`src/rtl/mem_req_arbiter_2to1_pkg.sv`:
```
// ============================================================================
// Module  : mem_req_arbiter_2to1_pkg
// Brief   : Memory message field widths and type codes shared by the arbiter.
// Revision: 1.0 - initial release
// ============================================================================
`default_nettype none

package mem_req_arbiter_2to1_pkg;

    localparam int c_mem_type_nbits = 3;
    localparam int c_mem_test_nbits = 2;

    localparam logic [c_mem_type_nbits-1:0] c_mem_type_read  = 3'd0;
    localparam logic [c_mem_type_nbits-1:0] c_mem_type_write = 3'd1;

    // Request:  {type, opaque, addr, len, data}
    // Response: {type, opaque, test, len, data}
    function automatic int mem_len_nbits(input int data_nbits);
        return $clog2(data_nbits / 8);
    endfunction

    function automatic int mem_req_nbits(input int o, input int a, input int d);
        return c_mem_type_nbits + o + a + mem_len_nbits(d) + d;
    endfunction

    function automatic int mem_resp_nbits(input int o, input int d);
        return c_mem_type_nbits + o + c_mem_test_nbits + mem_len_nbits(d) + d;
    endfunction

endpackage

`default_nettype wire

```
`src/rtl/mem_arb_id_fifo.sv`:
```
// ============================================================================
// Module  : mem_arb_id_fifo
// Brief   : In-order 1-bit requester-ID FIFO; no bypass, so full blocks enq
//           even when a dequeue happens in the same cycle.
// Revision: 1.0 - initial release
// ============================================================================
`default_nettype none

module mem_arb_id_fifo #(
    parameter int DEPTH = 4
) (
    input  logic clk,
    input  logic rst_n,
    input  logic i_enq_val,
    input  logic i_enq_data,
    input  logic i_deq_rdy,
    output logic o_deq_data,
    output logic o_full,
    output logic o_empty
);

    localparam int c_ptr_nbits = $clog2(DEPTH);
    localparam int c_cnt_nbits = $clog2(DEPTH + 1);

    logic [DEPTH-1:0]       r_ids;
    logic [c_ptr_nbits-1:0] r_wr_ptr;
    logic [c_ptr_nbits-1:0] r_rd_ptr;
    logic [c_cnt_nbits-1:0] r_count;
    logic                   w_enq;
    logic                   w_deq;

    assign o_full     = (r_count == c_cnt_nbits'(DEPTH));
    assign o_empty    = (r_count == '0);
    assign o_deq_data = r_ids[r_rd_ptr];
    assign w_enq      = i_enq_val & ~o_full;
    assign w_deq      = i_deq_rdy & ~o_empty;

    // DEPTH is a power of two, so pointers wrap by natural overflow.
    always_ff @(posedge clk or negedge rst_n) begin
        if (!rst_n) begin
            r_ids    <= '0;
            r_wr_ptr <= '0;
            r_rd_ptr <= '0;
            r_count  <= '0;
        end else begin
            if (w_enq) begin
                r_ids[r_wr_ptr] <= i_enq_data;
                r_wr_ptr        <= r_wr_ptr + c_ptr_nbits'(1);
            end
            if (w_deq) begin
                r_rd_ptr <= r_rd_ptr + c_ptr_nbits'(1);
            end
            case ({w_enq, w_deq})
                2'b10:   r_count <= r_count + c_cnt_nbits'(1);
                2'b01:   r_count <= r_count - c_cnt_nbits'(1);
                default: r_count <= r_count;
            endcase
        end
    end

    a_count_bound: assert property (@(posedge clk) disable iff (!rst_n)
        r_count <= c_cnt_nbits'(DEPTH));

endmodule

`default_nettype wire

```
`src/rtl/mem_req_arbiter_2to1.sv`:
```
// ============================================================================
// Module  : mem_req_arbiter_2to1
// Brief   : Round-robin 2:1 val/rdy memory request arbiter with grant locking
//           and in-order response steering.
// Revision: 1.0 - initial release
// ============================================================================
`default_nettype none

module mem_req_arbiter_2to1
    import mem_req_arbiter_2to1_pkg::*;
#(
    parameter int P_OPAQUE_NBITS    = 8,
    parameter int P_ADDR_NBITS      = 32,
    parameter int P_DATA_NBITS      = 32,
    parameter int P_MAX_OUTSTANDING = 4,
    localparam int c_req_nbits  = mem_req_nbits(P_OPAQUE_NBITS, P_ADDR_NBITS, P_DATA_NBITS),
    localparam int c_resp_nbits = mem_resp_nbits(P_OPAQUE_NBITS, P_DATA_NBITS)
) (
    input  logic                    clk,
    input  logic                    rst_n,

    input  logic                    i_req0_val,
    output logic                    o_req0_rdy,
    input  logic [c_req_nbits-1:0]  i_req0_msg,

    input  logic                    i_req1_val,
    output logic                    o_req1_rdy,
    input  logic [c_req_nbits-1:0]  i_req1_msg,

    output logic                    o_resp0_val,
    input  logic                    i_resp0_rdy,
    output logic [c_resp_nbits-1:0] o_resp0_msg,

    output logic                    o_resp1_val,
    input  logic                    i_resp1_rdy,
    output logic [c_resp_nbits-1:0] o_resp1_msg,

    output logic                    o_memreq_val,
    input  logic                    i_memreq_rdy,
    output logic [c_req_nbits-1:0]  o_memreq_msg,

    input  logic                    i_memresp_val,
    output logic                    o_memresp_rdy,
    input  logic [c_resp_nbits-1:0] i_memresp_msg
);

    logic r_prio;
    logic r_locked;
    logic r_lock_id;

    logic w_grant;
    logic w_gnt_val;
    logic w_fire;
    logic w_full;
    logic w_empty;
    logic w_head;
    logic w_head_rdy;
    logic w_pop_rdy;

    // A locked grant holds the stalled message stable until memory accepts it.
    always_comb begin
        w_grant = 1'b0;
        if (r_locked) begin
            w_grant = r_lock_id;
        end else if (i_req0_val && i_req1_val) begin
            w_grant = r_prio;
        end else if (i_req1_val) begin
            w_grant = 1'b1;
        end
    end

    assign w_gnt_val    = w_grant ? i_req1_val : i_req0_val;
    assign o_memreq_msg = w_grant ? i_req1_msg : i_req0_msg;
    assign o_memreq_val = rst_n & w_gnt_val & ~w_full;
    assign o_req0_rdy   = rst_n & ~w_grant & i_memreq_rdy & ~w_full;
    assign o_req1_rdy   = rst_n &  w_grant & i_memreq_rdy & ~w_full;
    assign w_fire       = o_memreq_val & i_memreq_rdy;

    always_ff @(posedge clk or negedge rst_n) begin
        if (!rst_n) begin
            r_prio    <= 1'b0;
            r_locked  <= 1'b0;
            r_lock_id <= 1'b0;
        end else if (w_fire) begin
            r_prio   <= ~w_grant;
            r_locked <= 1'b0;
        end else if (o_memreq_val && !r_locked) begin
            r_locked  <= 1'b1;
            r_lock_id <= w_grant;
        end
    end

    // Memory answers in order, so the FIFO head names the response owner.
    assign w_head_rdy    = w_head ? i_resp1_rdy : i_resp0_rdy;
    assign o_memresp_rdy = rst_n & ~w_empty & w_head_rdy;
    assign w_pop_rdy     = rst_n & i_memresp_val & w_head_rdy;
    assign o_resp0_val   = rst_n & i_memresp_val & ~w_empty & ~w_head;
    assign o_resp1_val   = rst_n & i_memresp_val & ~w_empty &  w_head;
    assign o_resp0_msg   = i_memresp_msg;
    assign o_resp1_msg   = i_memresp_msg;

    mem_arb_id_fifo #(
        .DEPTH (P_MAX_OUTSTANDING)
    ) u_id_fifo (
        .clk        (clk),
        .rst_n      (rst_n),
        .i_enq_val  (w_fire),
        .i_enq_data (w_grant),
        .i_deq_rdy  (w_pop_rdy),
        .o_deq_data (w_head),
        .o_full     (w_full),
        .o_empty    (w_empty)
    );

    a_no_x_ctrl: assert property (@(posedge clk) disable iff (!rst_n)
        !$isunknown({i_req0_val, i_req1_val, i_resp0_rdy, i_resp1_rdy,
                     i_memreq_rdy, i_memresp_val}));

    a_resp_when_empty: assert property (@(posedge clk) disable iff (!rst_n)
        i_memresp_val |-> !w_empty);

endmodule

`default_nettype wire

```
`config.mk`:
```
export PLATFORM = sky130hd
export DESIGN_NAME = mem_req_arbiter_2to1
export DESIGN_NICKNAME = d
export VERILOG_FILES = /design/src/rtl/mem_req_arbiter_2to1_pkg.sv /design/src/rtl/mem_arb_id_fifo.sv /design/src/rtl/mem_req_arbiter_2to1.sv
export SDC_FILE = /design/constraint.sdc
export NUM_CORES = 1
export LEC_CHECK = 0
export ABC_AREA = 1
export CORE_AREA = 5 5 146 148
export DETAILED_ROUTE_END_ITERATION = 8
export DIE_AREA = 0 0 151 153
export MAX_ROUTING_LAYER = met4
export SYNTH_ARGS = -nofsm -noshare
export SYNTH_HDL_FRONTEND = slang
export SYNTH_SLANG_ARGS = --single-unit
```
`constraint.sdc`:
```
create_clock -name clk -period 6.4 [get_ports clk]
set_input_delay 1.6 -clock clk [delete_from_list [all_inputs] [get_ports clk]]
set_output_delay 1.6 -clock clk [all_outputs]
set_load 0.005 [all_outputs]
```
; ---- Word-level counts from Yosys, hierarchy flattened
; Cells that the tools add are included.
[totals]
out_inout_bits = 177
in_bits = 209
elab_cells = 62
register_bits = 14
[classes]
reduce_logical = 8
addsub = 4
muxes = 14
n_lt_le_gt_ge = 3
bitwise_logic = 23
eq_ne = 3
[op_table]
columns = operator, count
row1 = 77-bit 2-to-1 mux, 1
row2 = 1-bit bitwise AND, 18
row3 = 1-bit 2-to-1 mux, 9
row4 = 2-bit by 3-bit < comparator with 1-bit output (second input constant), 2
row5 = 3-bit case mux with 2 select lines, 1
row6 = 1-bit NOT, 5
row7 = 2-bit by 1-bit adder with 2-bit output (second input constant), 2
row8 = 4-bit bitwise mux, 1
row9 = 2-bit nonzero test, 2
row10 = 3-bit by 1-bit adder with 3-bit output (second input constant), 1
row11 = 3-bit equality test (second input constant), 1
row12 = 1-bit logical AND, 3
row13 = 3-bit zero test, 1
row14 = 3-bit by 1-bit subtractor with 3-bit output (second input constant), 1
row15 = 1-bit binary-select mux with 2-bit select, 1
row16 = 1-bit demux with 2-bit select, 1
row17 = 2-bit by 1-bit equality test with 1-bit output (second input constant), 1
row18 = 2-bit equality test (second input constant), 1
row19 = 2-bit by 1-bit greater-or-equal comparator with 1-bit output (second input constant), 1
row20 = 2-bit AND reduction, 1
row21 = 1-bit zero test, 1

; ---- Logic depth before layout (Yosys ltp)
; Gate-level depths: netlist (run 1).
[logic_depth]
word_depth = 10
mapped_depth = 14
depth_no_buf = 14

; ---- Hierarchy
; A second synthesis (run 1) with hierarchy kept.
[hier_totals]
hier_cells = 465
area_unflattened_um2 = 2586.2
[modules_own_cells]
columns = module, area_each_um2, seq_area_each_um2, n_inst, cells_each
row1 = mem_req_arbiter_2to1, 1918.1, 75.1, 1, 382
row2 = mem_arb_id_fifo, 668.1, 275.3, 1, 83

; ---- Least setup slack after synthesis (run 1)
; No wires, ideal clock.
[synth_timing]
kind = input to output
startpoint = input port i_req1_val
endpoint = output port o_memreq_msg[42]
n_path_buf = 2
path_stages = 9
t_required_ns = 4.800
slack_ns = 2.485
arrival_ns = 2.315
cell_sequence = inv_1 > nor2_2 > nand2_2 > nand2_2 > inv_2 > buf_4 > buf_4 > nand2_1 > nand2_1
[synth_via]
elab_chain_len = 4
elab_cells_between_ends = 5
classes_between = mux: 4 / reduce/logical: 1
[synth_rtl]
columns = item, line
row1 = start: declaration, mem_req_arbiter_2to1.sv:26  ; input logic i_req1_val,
row2 = 1-bit 2-to-1 mux or 1-bit logical AND (tied branches), "mem_req_arbiter_2to1.sv:67, mem_req_arbiter_2to1.sv:65"
row3 = 1-bit 2-to-1 mux *, mem_req_arbiter_2to1.sv:65  ; end else if (i_req0_val && i_req1_val) begin
row4 = 1-bit 2-to-1 mux *, mem_req_arbiter_2to1.sv:63  ; if (r_locked) begin
row5 = 77-bit 2-to-1 mux *, mem_req_arbiter_2to1.sv:73  ; assign o_memreq_msg = w_grant ? i_req1_msg : i_req0_msg;
row6 = end: declaration, mem_req_arbiter_2to1.sv:40  ; output logic [c_req_nbits-1:0] o_memreq_msg,
; Every way passes the cells marked *; elsewhere a longest branch is shown, timed or not.

; ---- Worst setup path in the final report (run 1)
[layout_timing]
startpoint = input port i_req1_val
endpoint = output port o_memreq_val
[layout_via]
elab_chain_len = 6
elab_cells_between_ends = 7
classes_between = mux: 4 / bitwise: 2 / reduce/logical: 1
[layout_rtl]
columns = item, line
row1 = 1-bit 2-to-1 mux or 1-bit logical AND (tied branches), "mem_req_arbiter_2to1.sv:67, mem_req_arbiter_2to1.sv:65"
row2 = 1-bit 2-to-1 mux, mem_req_arbiter_2to1.sv:65
row3 = 1-bit 2-to-1 mux, mem_req_arbiter_2to1.sv:63
row4 = 1-bit 2-to-1 mux *, mem_req_arbiter_2to1.sv:72  ; assign w_gnt_val = w_grant ? i_req1_val : i_req0_val;
row5 = 1-bit bitwise AND * (2 in a row), mem_req_arbiter_2to1.sv:74  ; assign o_memreq_val = rst_n & w_gnt_val & ~w_full;
row6 = end: declaration, mem_req_arbiter_2to1.sv:38  ; output logic o_memreq_val,
; Marks and branches as above.

==> flow_metrics.tcl, run 1 <==
set metrics [dict create \
    io_buffers 244 \
    worst_ep_required_time_ns 4.80 \
    avgSynthCellArea_sq_um 5.58 \
    synth_nets 668 \
    ctsResizeCount 0 \
    post_cts_buffers 0 \
    dieWidth_um 151 \
    gp_congestion 0.740 \
    grt_pass1_vias 2989 \
    rrSetupSlack_ns 3.78 \
    worst_setup_path_end_kind "output pin" \
    p_leak_nw 2.14 \
    crit_fanout 39 \
    cpMaxStageDelayCell "clkdlybuf4s50_1" \
    drt_pass1_iterations 4 \
    clk_pin_slew_ns 0.05 \
    cts_buffer_depth 2 \
    cts_tree "built" \
    slew-limit-headroom_pct 68.5 \
    grt_max_degree 66 \
    final_nets 809 \
    dr_wl_met3_um 1110 \
    finalSetupViolations 0 \
    avgRoutedWirePerCell_um 11.6 \
    drive_gt1_share_pct 3.04 \
    hp-class "reg -> reg" \
    num_rows 52 \
    ys_seq_area_share_pct 13.8 \
    synth_top_area_share_pct 39.3 \
    dieArea_sq_um 23100 \
    viasPerCell 3.53 \
    synth.distinct_cells 24 \
    dr_wl_met2_um 4820 \
    maxSlewViolCount 0 \
    tns_ns 0 \
    cp_top_family "buffers and inverters" \
    cp-start-kind "primary input" \
    ctsHoldBuffers 0 \
    drt-total-wl_um 9980 \
    drc 0 \
    wl_met1_um 3900 \
    ys_ff_latch 14 \
    final_hold_viol_count 0 \
    critPathBufInv 5 \
    synth_area_leader_cell "nand2_1" \
    rsz0062_at_grt "false" \
    maxCapViolations 0 \
    yosysWarnings 0 \
    skew_ns 0.00284 \
    grt_pass1_wl_um 14700 \
    die-height_um 153 \
    finalCriticalPeriod_ns 5.39 \
    drtAntennaViolNets 0 \
    crit_top_cell "nand2_2" \
    synthCells 453 \
    fmax_mhz 186 \
    final_area_sq_um 4640 \
    cts.sink_count 14 \
    drt_iter0_markers 75 \
    cts_buffers 3 \
    dpl_cell_area_sq_um 4550 \
    max_stage_delay_ns 0.50 \
    final_cell_mix "265 x nand2_1, 244 x clkdlybuf4s50_1, 14 x dfrtp_1" \
    netlist_area_sq_um 2530 \
    tightestPinTransition_ns 0.473 \
    status "finished, final reports clean" \
    highest_layer "met4" \
    clockRootBuffer "clkbuf_16" \
    grt_usage_pct 8.03 \
    clk_latency_ns 0.24 \
    coreArea_sq_um 19900 \
    vias 3045 \
    area_delta_synth_final_pct 83.4 \
    ioPinCount 386 \
    timing_worst_setup_path_type "in -> out" \
    crit_chain "clkdlybuf4s50_1 -> inv_1 -> nor2_2 -> nand2_2 -> nand2_4 -> buf_4 -> nand3_1 -> nand2_2 -> nand2_2 -> inv_1 -> clkdlybuf4s50_1" \
    critical_path_arrival_ns 3.79 \
    ir_drop_mv 0.132 \
    p_total_w 0.00126 \
    period_share_pct 84.2 \
    synthTopCellsByArea "nand2_1 39%, buf_4 29%, dfrtp_1 14%" \
    p_per_area_nw_per_um2 272 \
    htree_levels 1 \
    dp_hpwl_um 8620 \
    grt.overflow.total 0 \
    antenna_found_initial 0 \
    final_common_cell "nand2_1" \
    initial_core_util_pct 12.7 \
    n_antenna_cell 0 \
]
==> sequential cells by signal, indices dropped and copies added (netlist names) <==
name	count
r_prio	1
r_lock_id	1
u_id_fifo.r_count	3
r_locked	1
u_id_fifo.r_ids	4
u_id_fifo.r_wr_ptr	2
u_id_fifo.r_rd_ptr	2
==> where the power goes <==
group	total, W	switching [W]	internal, W
clock network	0.000132	0.0000376	0.0000948
logic	0.000965	0.000439	0.000526
registers	0.000163	0.0000349	0.000128
total	0.00126	0.000512	0.000749
==> stage by stage <==
stage                     hold WS, ns  utilization (%)  instances  setup WS, ns
after CTS                       0.482             23.3        863         0.972
after global routing            0.504             23.3        863         0.774
final                           0.483             23.3        863          1.01
after floorplan                 0.442                -        453          2.49
after detailed placement        0.469             22.9        859         0.978
after global placement          0.462             22.9        859         0.986
==> synth_stat cells <==
cell	instances
xor2_1	1
xnor2_1	2
nand2_2	4
clkbuf_1	5
buf_4	98
ha_1	5
dfrtp_1	14
nor3_1	3
buf_2	8
inv_2	2
nand2_1	265
nand4_1	8
buf_6	1
fa_1	1
a21oi_1	3
inv_1	13
o21ai_1	1
o21ai_0	2
nand3_1	10
nor2_2	1
nor2_1	3
nand3_2	1
and2_2	1
a21oi_2	1
==> metal layers <==
layer	vias to the layer above	global-route usage, %
met5	-	-
met4	0	2.03
met3	24	2.67
met2	200	13.8
met1	1261	8.92
li1	1560	-
==> cells by family (layout without fill, tap and decap cells) <==
family	Yosys count	count (layout)	share of synthesized area, %
fa+ha+maj	6	6	3.26
buf+inv	127	267	34.1
xor+xnor	3	3	1.04
compound gates	7	7	1.53
flops	14	14	13.8
simple gates	296	296	46.2
==> final timing paths <==
| path | cells past startpoint | startpoint | endpoint |
|---|---|---|---|
| max in group asynchronous | 2 | rst_n | r_lock_id$_DFFE_PN0P_ |
| setup reg to reg | 11 | r_locked$_DFFE_PN0P_ | u_id_fifo.r_count[1]$_DFFE_PN0P_ |
| hold / removal | 2 | u_id_fifo.r_ids[3]$_DFFE_PN0P_ | u_id_fifo.r_ids[3]$_DFFE_PN0P_ |
| min in group asynchronous | 1 | rst_n | u_id_fifo.r_count[2]$_DFFE_PN0P_ |
| setup / recovery | 11 | i_req1_val | o_memreq_val |
| hold reg to reg | 2 | u_id_fifo.r_ids[3]$_DFFE_PN0P_ | u_id_fifo.r_ids[3]$_DFFE_PN0P_ |
==> area by class of cell <==
class                      instances  area (sq um)
clock buffer                       4          88.8
sequential                        14           350
timing repair buffer             248          2480
fill                            2221         15300
multi-input combinational        312          1320
inverter                          15          56.3
tap                              270           338
==> worst reg2reg max path: stages (launching register included) <==
cell	delay (ns)
dfrtp_1	0.41
nor2_2	0.14
nand2_2	0.08
nand2_4	0.07
buf_4	0.35
nand3_1	0.18
nand2_2	0.22
nand2_1	0.19
ha_1	0.22
inv_1	0.10
fa_1	0.42
o21ai_0	0.17
Note: power is estimated with default switching activity, not from simulation.
==> run 2: changes to the inputs <==
clock period = 4.5 ns   (was 6.4 ns; I/O delays follow)
==> run 2 against run 1 <==
Compared with the run above:
- flip-flop and latch count is the same
- die area did not move
- via count is 1.7% lower
- count of clock-buffer cells in the layout did not move
- design area increased by 0.38%
- hold slack lost 0.0098 ns
- setup slack lost 0.70 ns
- register-to-register slack worse by 1.5 ns
- global-route usage increased by 0.22 points
- wire length increased by 0.94%
- total power rose by 42%
- largest cell class unchanged
==> flow_metrics.tcl, run 2 (synthesis results as in run 1) <==
set metrics [dict create \
    status "finished, final reports clean" \
    cp-start-kind "primary input" \
    cts_buffers 3 \
    cpMaxStageDelayCell "clkdlybuf4s50_1" \
    avgRoutedWirePerCell_um 11.6 \
    finalCriticalPeriod_ns 4.19 \
    dp_slack_ns 0.283 \
    dieArea_sq_um 23100 \
    p_per_area_nw_per_um2 386 \
    startpoint "i_req1_val" \
    grt_max_degree 51 \
    critPathBufInv 4 \
    multi_input_area_sq_um 1320 \
    grt_pass1_wl_um 15000 \
    cts_tree "built" \
    instances_no_fill 866 \
    clockRootBuffer "clkbuf_16" \
    period_share_pct 93.1 \
    maxSlewViolCount 0 \
    ioPinCount 386 \
    maxCapViolations 0 \
    drt_pass1_iterations 4 \
    hp-start "u_id_fifo.r_ids[2]$_DFFE_PN0P_" \
    whs_path_depth 2 \
    dp_hpwl_um 8700 \
    slew-limit-headroom_pct 70.2 \
    cts_buffer_depth 2 \
    rr_worst_depth 14 \
    drt_iter0_markers 92 \
    final_nets 811 \
    ctsResizeCount 0 \
    num_rows 52 \
    final_hold_viol_count 0 \
    worst_setup_path_end_kind "output pin" \
    max_stage_delay_ns 0.51 \
    grt_usage_pct 8.25 \
    seqCellArea_sq_um 350 \
    dp_cells 861 \
    initial_core_util_pct 12.7 \
    dieWidth_um 151 \
    io_buffers 244 \
    drc 0 \
    critical_path_arrival_ns 3.06 \
    timing_worst_setup_path_type "in -> out" \
    rsz0062_at_grt "false" \
    final_area_sq_um 4660 \
    ir_drop_mv 0.177 \
    r2r-start "u_id_fifo.r_rd_ptr[0]$_DFFE_PN0P_" \
    viasPerCell 3.46 \
    die-height_um 153 \
    crit_fanout 45 \
    tightestPinTransition_ns 0.447 \
    crit_chain "clkdlybuf4s50_1 -> inv_1 -> nor2_2 -> nand2_2 -> nand2_4 -> buf_4 -> nand2_1 -> nand2_1 -> clkdlybuf4s50_1" \
    drive_gt1_share_pct 3.36 \
    largestRegisters "u_id_fifo.r_ids (4), u_id_fifo.r_count (3)" \
    final_util_pct 23.4 \
    htree_levels 1 \
    cp_num_cells 9 \
    cts.sink_count 14 \
    clk_latency_ns 0.24 \
    finalSetupViolations 0 \
    drtAntennaViolNets 0 \
    drt-total-wl_um 10100 \
    largest_reg_flops 4 \
    ctsHoldBuffers 0 \
    grt.overflow.total 0 \
    largest-register "u_id_fifo.r_ids" \
    skew_ns 0.00135 \
    p_leak_nw 2.15 \
    final_cell_mix "265 x nand2_1, 244 x clkdlybuf4s50_1, 14 x dfrtp_1" \
    worst_ep_required_time_ns 3.38 \
    post_cts_buffers 0 \
    setup_ws_ns 0.312 \
    grt_pass1_vias 3085 \
    tns_ns 0 \
    antenna_found_initial 1 \
    cp_top_family "buffers and inverters" \
    area_delta_synth_final_pct 84.1 \
    gp_congestion 0.734 \
    vias 2993 \
    coreArea_sq_um 19900 \
    clk_pin_slew_ns 0.05 \
    hp-class "reg -> reg" \
    dpl_cell_area_sq_um 4570 \
    final_common_cell "nand2_1" \
    fmax_mhz 239 \
    nFillCells 2251 \
]
==> run 2: worst min-delay path, cell delays in order (launching register included) <==
cell and delay (ns):
dfrtp_1 0.34, nand2_1 0.05, nand2_1 0.04
==> run 2: final cells by class <==
type / count / share of cell area [%]
Timing Repair Buffer: 250 / 53.7
Multi-Input combinational cell: 312 / 28.4
Sequential cell: 14 / 7.52
Tap cell: 270 / 7.25
Clock buffer: 4 / 1.91
Inverter: 15 / 1.21
Antenna cell: 1 / 0.0537
==> run 2: per-stage QoR <==
step,power (W),hold WS (ns)
after floorplan,0.000905,0.442
after global placement,0.00163,0.460
after detailed placement,0.00164,0.463
after CTS,0.00184,0.478
after global routing,0.00198,0.496
final,0.00180,0.473
==> run 2: routing by layer <==
metal  track usage [%]  wire, um
met5                 -         0
met4              3.02       270
met3              2.96      1090
met2              14.5      4880
met1              8.39      3830
==> run 2: power by group <==
part / leakage (nW) / switching [W] / internal (W)
Combinational: 1.93 / 0.000624 / 0.000753
Clock: 0.0442 / 0.0000526 / 0.000135
Sequential: 0.176 / 0.0000497 / 0.000182
Total: 2.15 / 0.000727 / 0.00107
==> run 2: path summary, 6_finish.rpt <==
check / to / slack [ns]
hold / removal: u_id_fifo.r_ids[2]$_DFFE_PN0P_ / 0.47
hold reg to reg: u_id_fifo.r_ids[2]$_DFFE_PN0P_ / 0.47
max in group asynchronous: u_id_fifo.r_rd_ptr[0]$_DFFE_PN0P_ / 2.99
setup reg to reg: u_id_fifo.r_count[2]$_DFFE_PN0P_ / 2.25
min in group asynchronous: u_id_fifo.r_count[0]$_DFFE_PN0P_ / 1.35
setup / recovery: o_memreq_msg[66] / 0.31
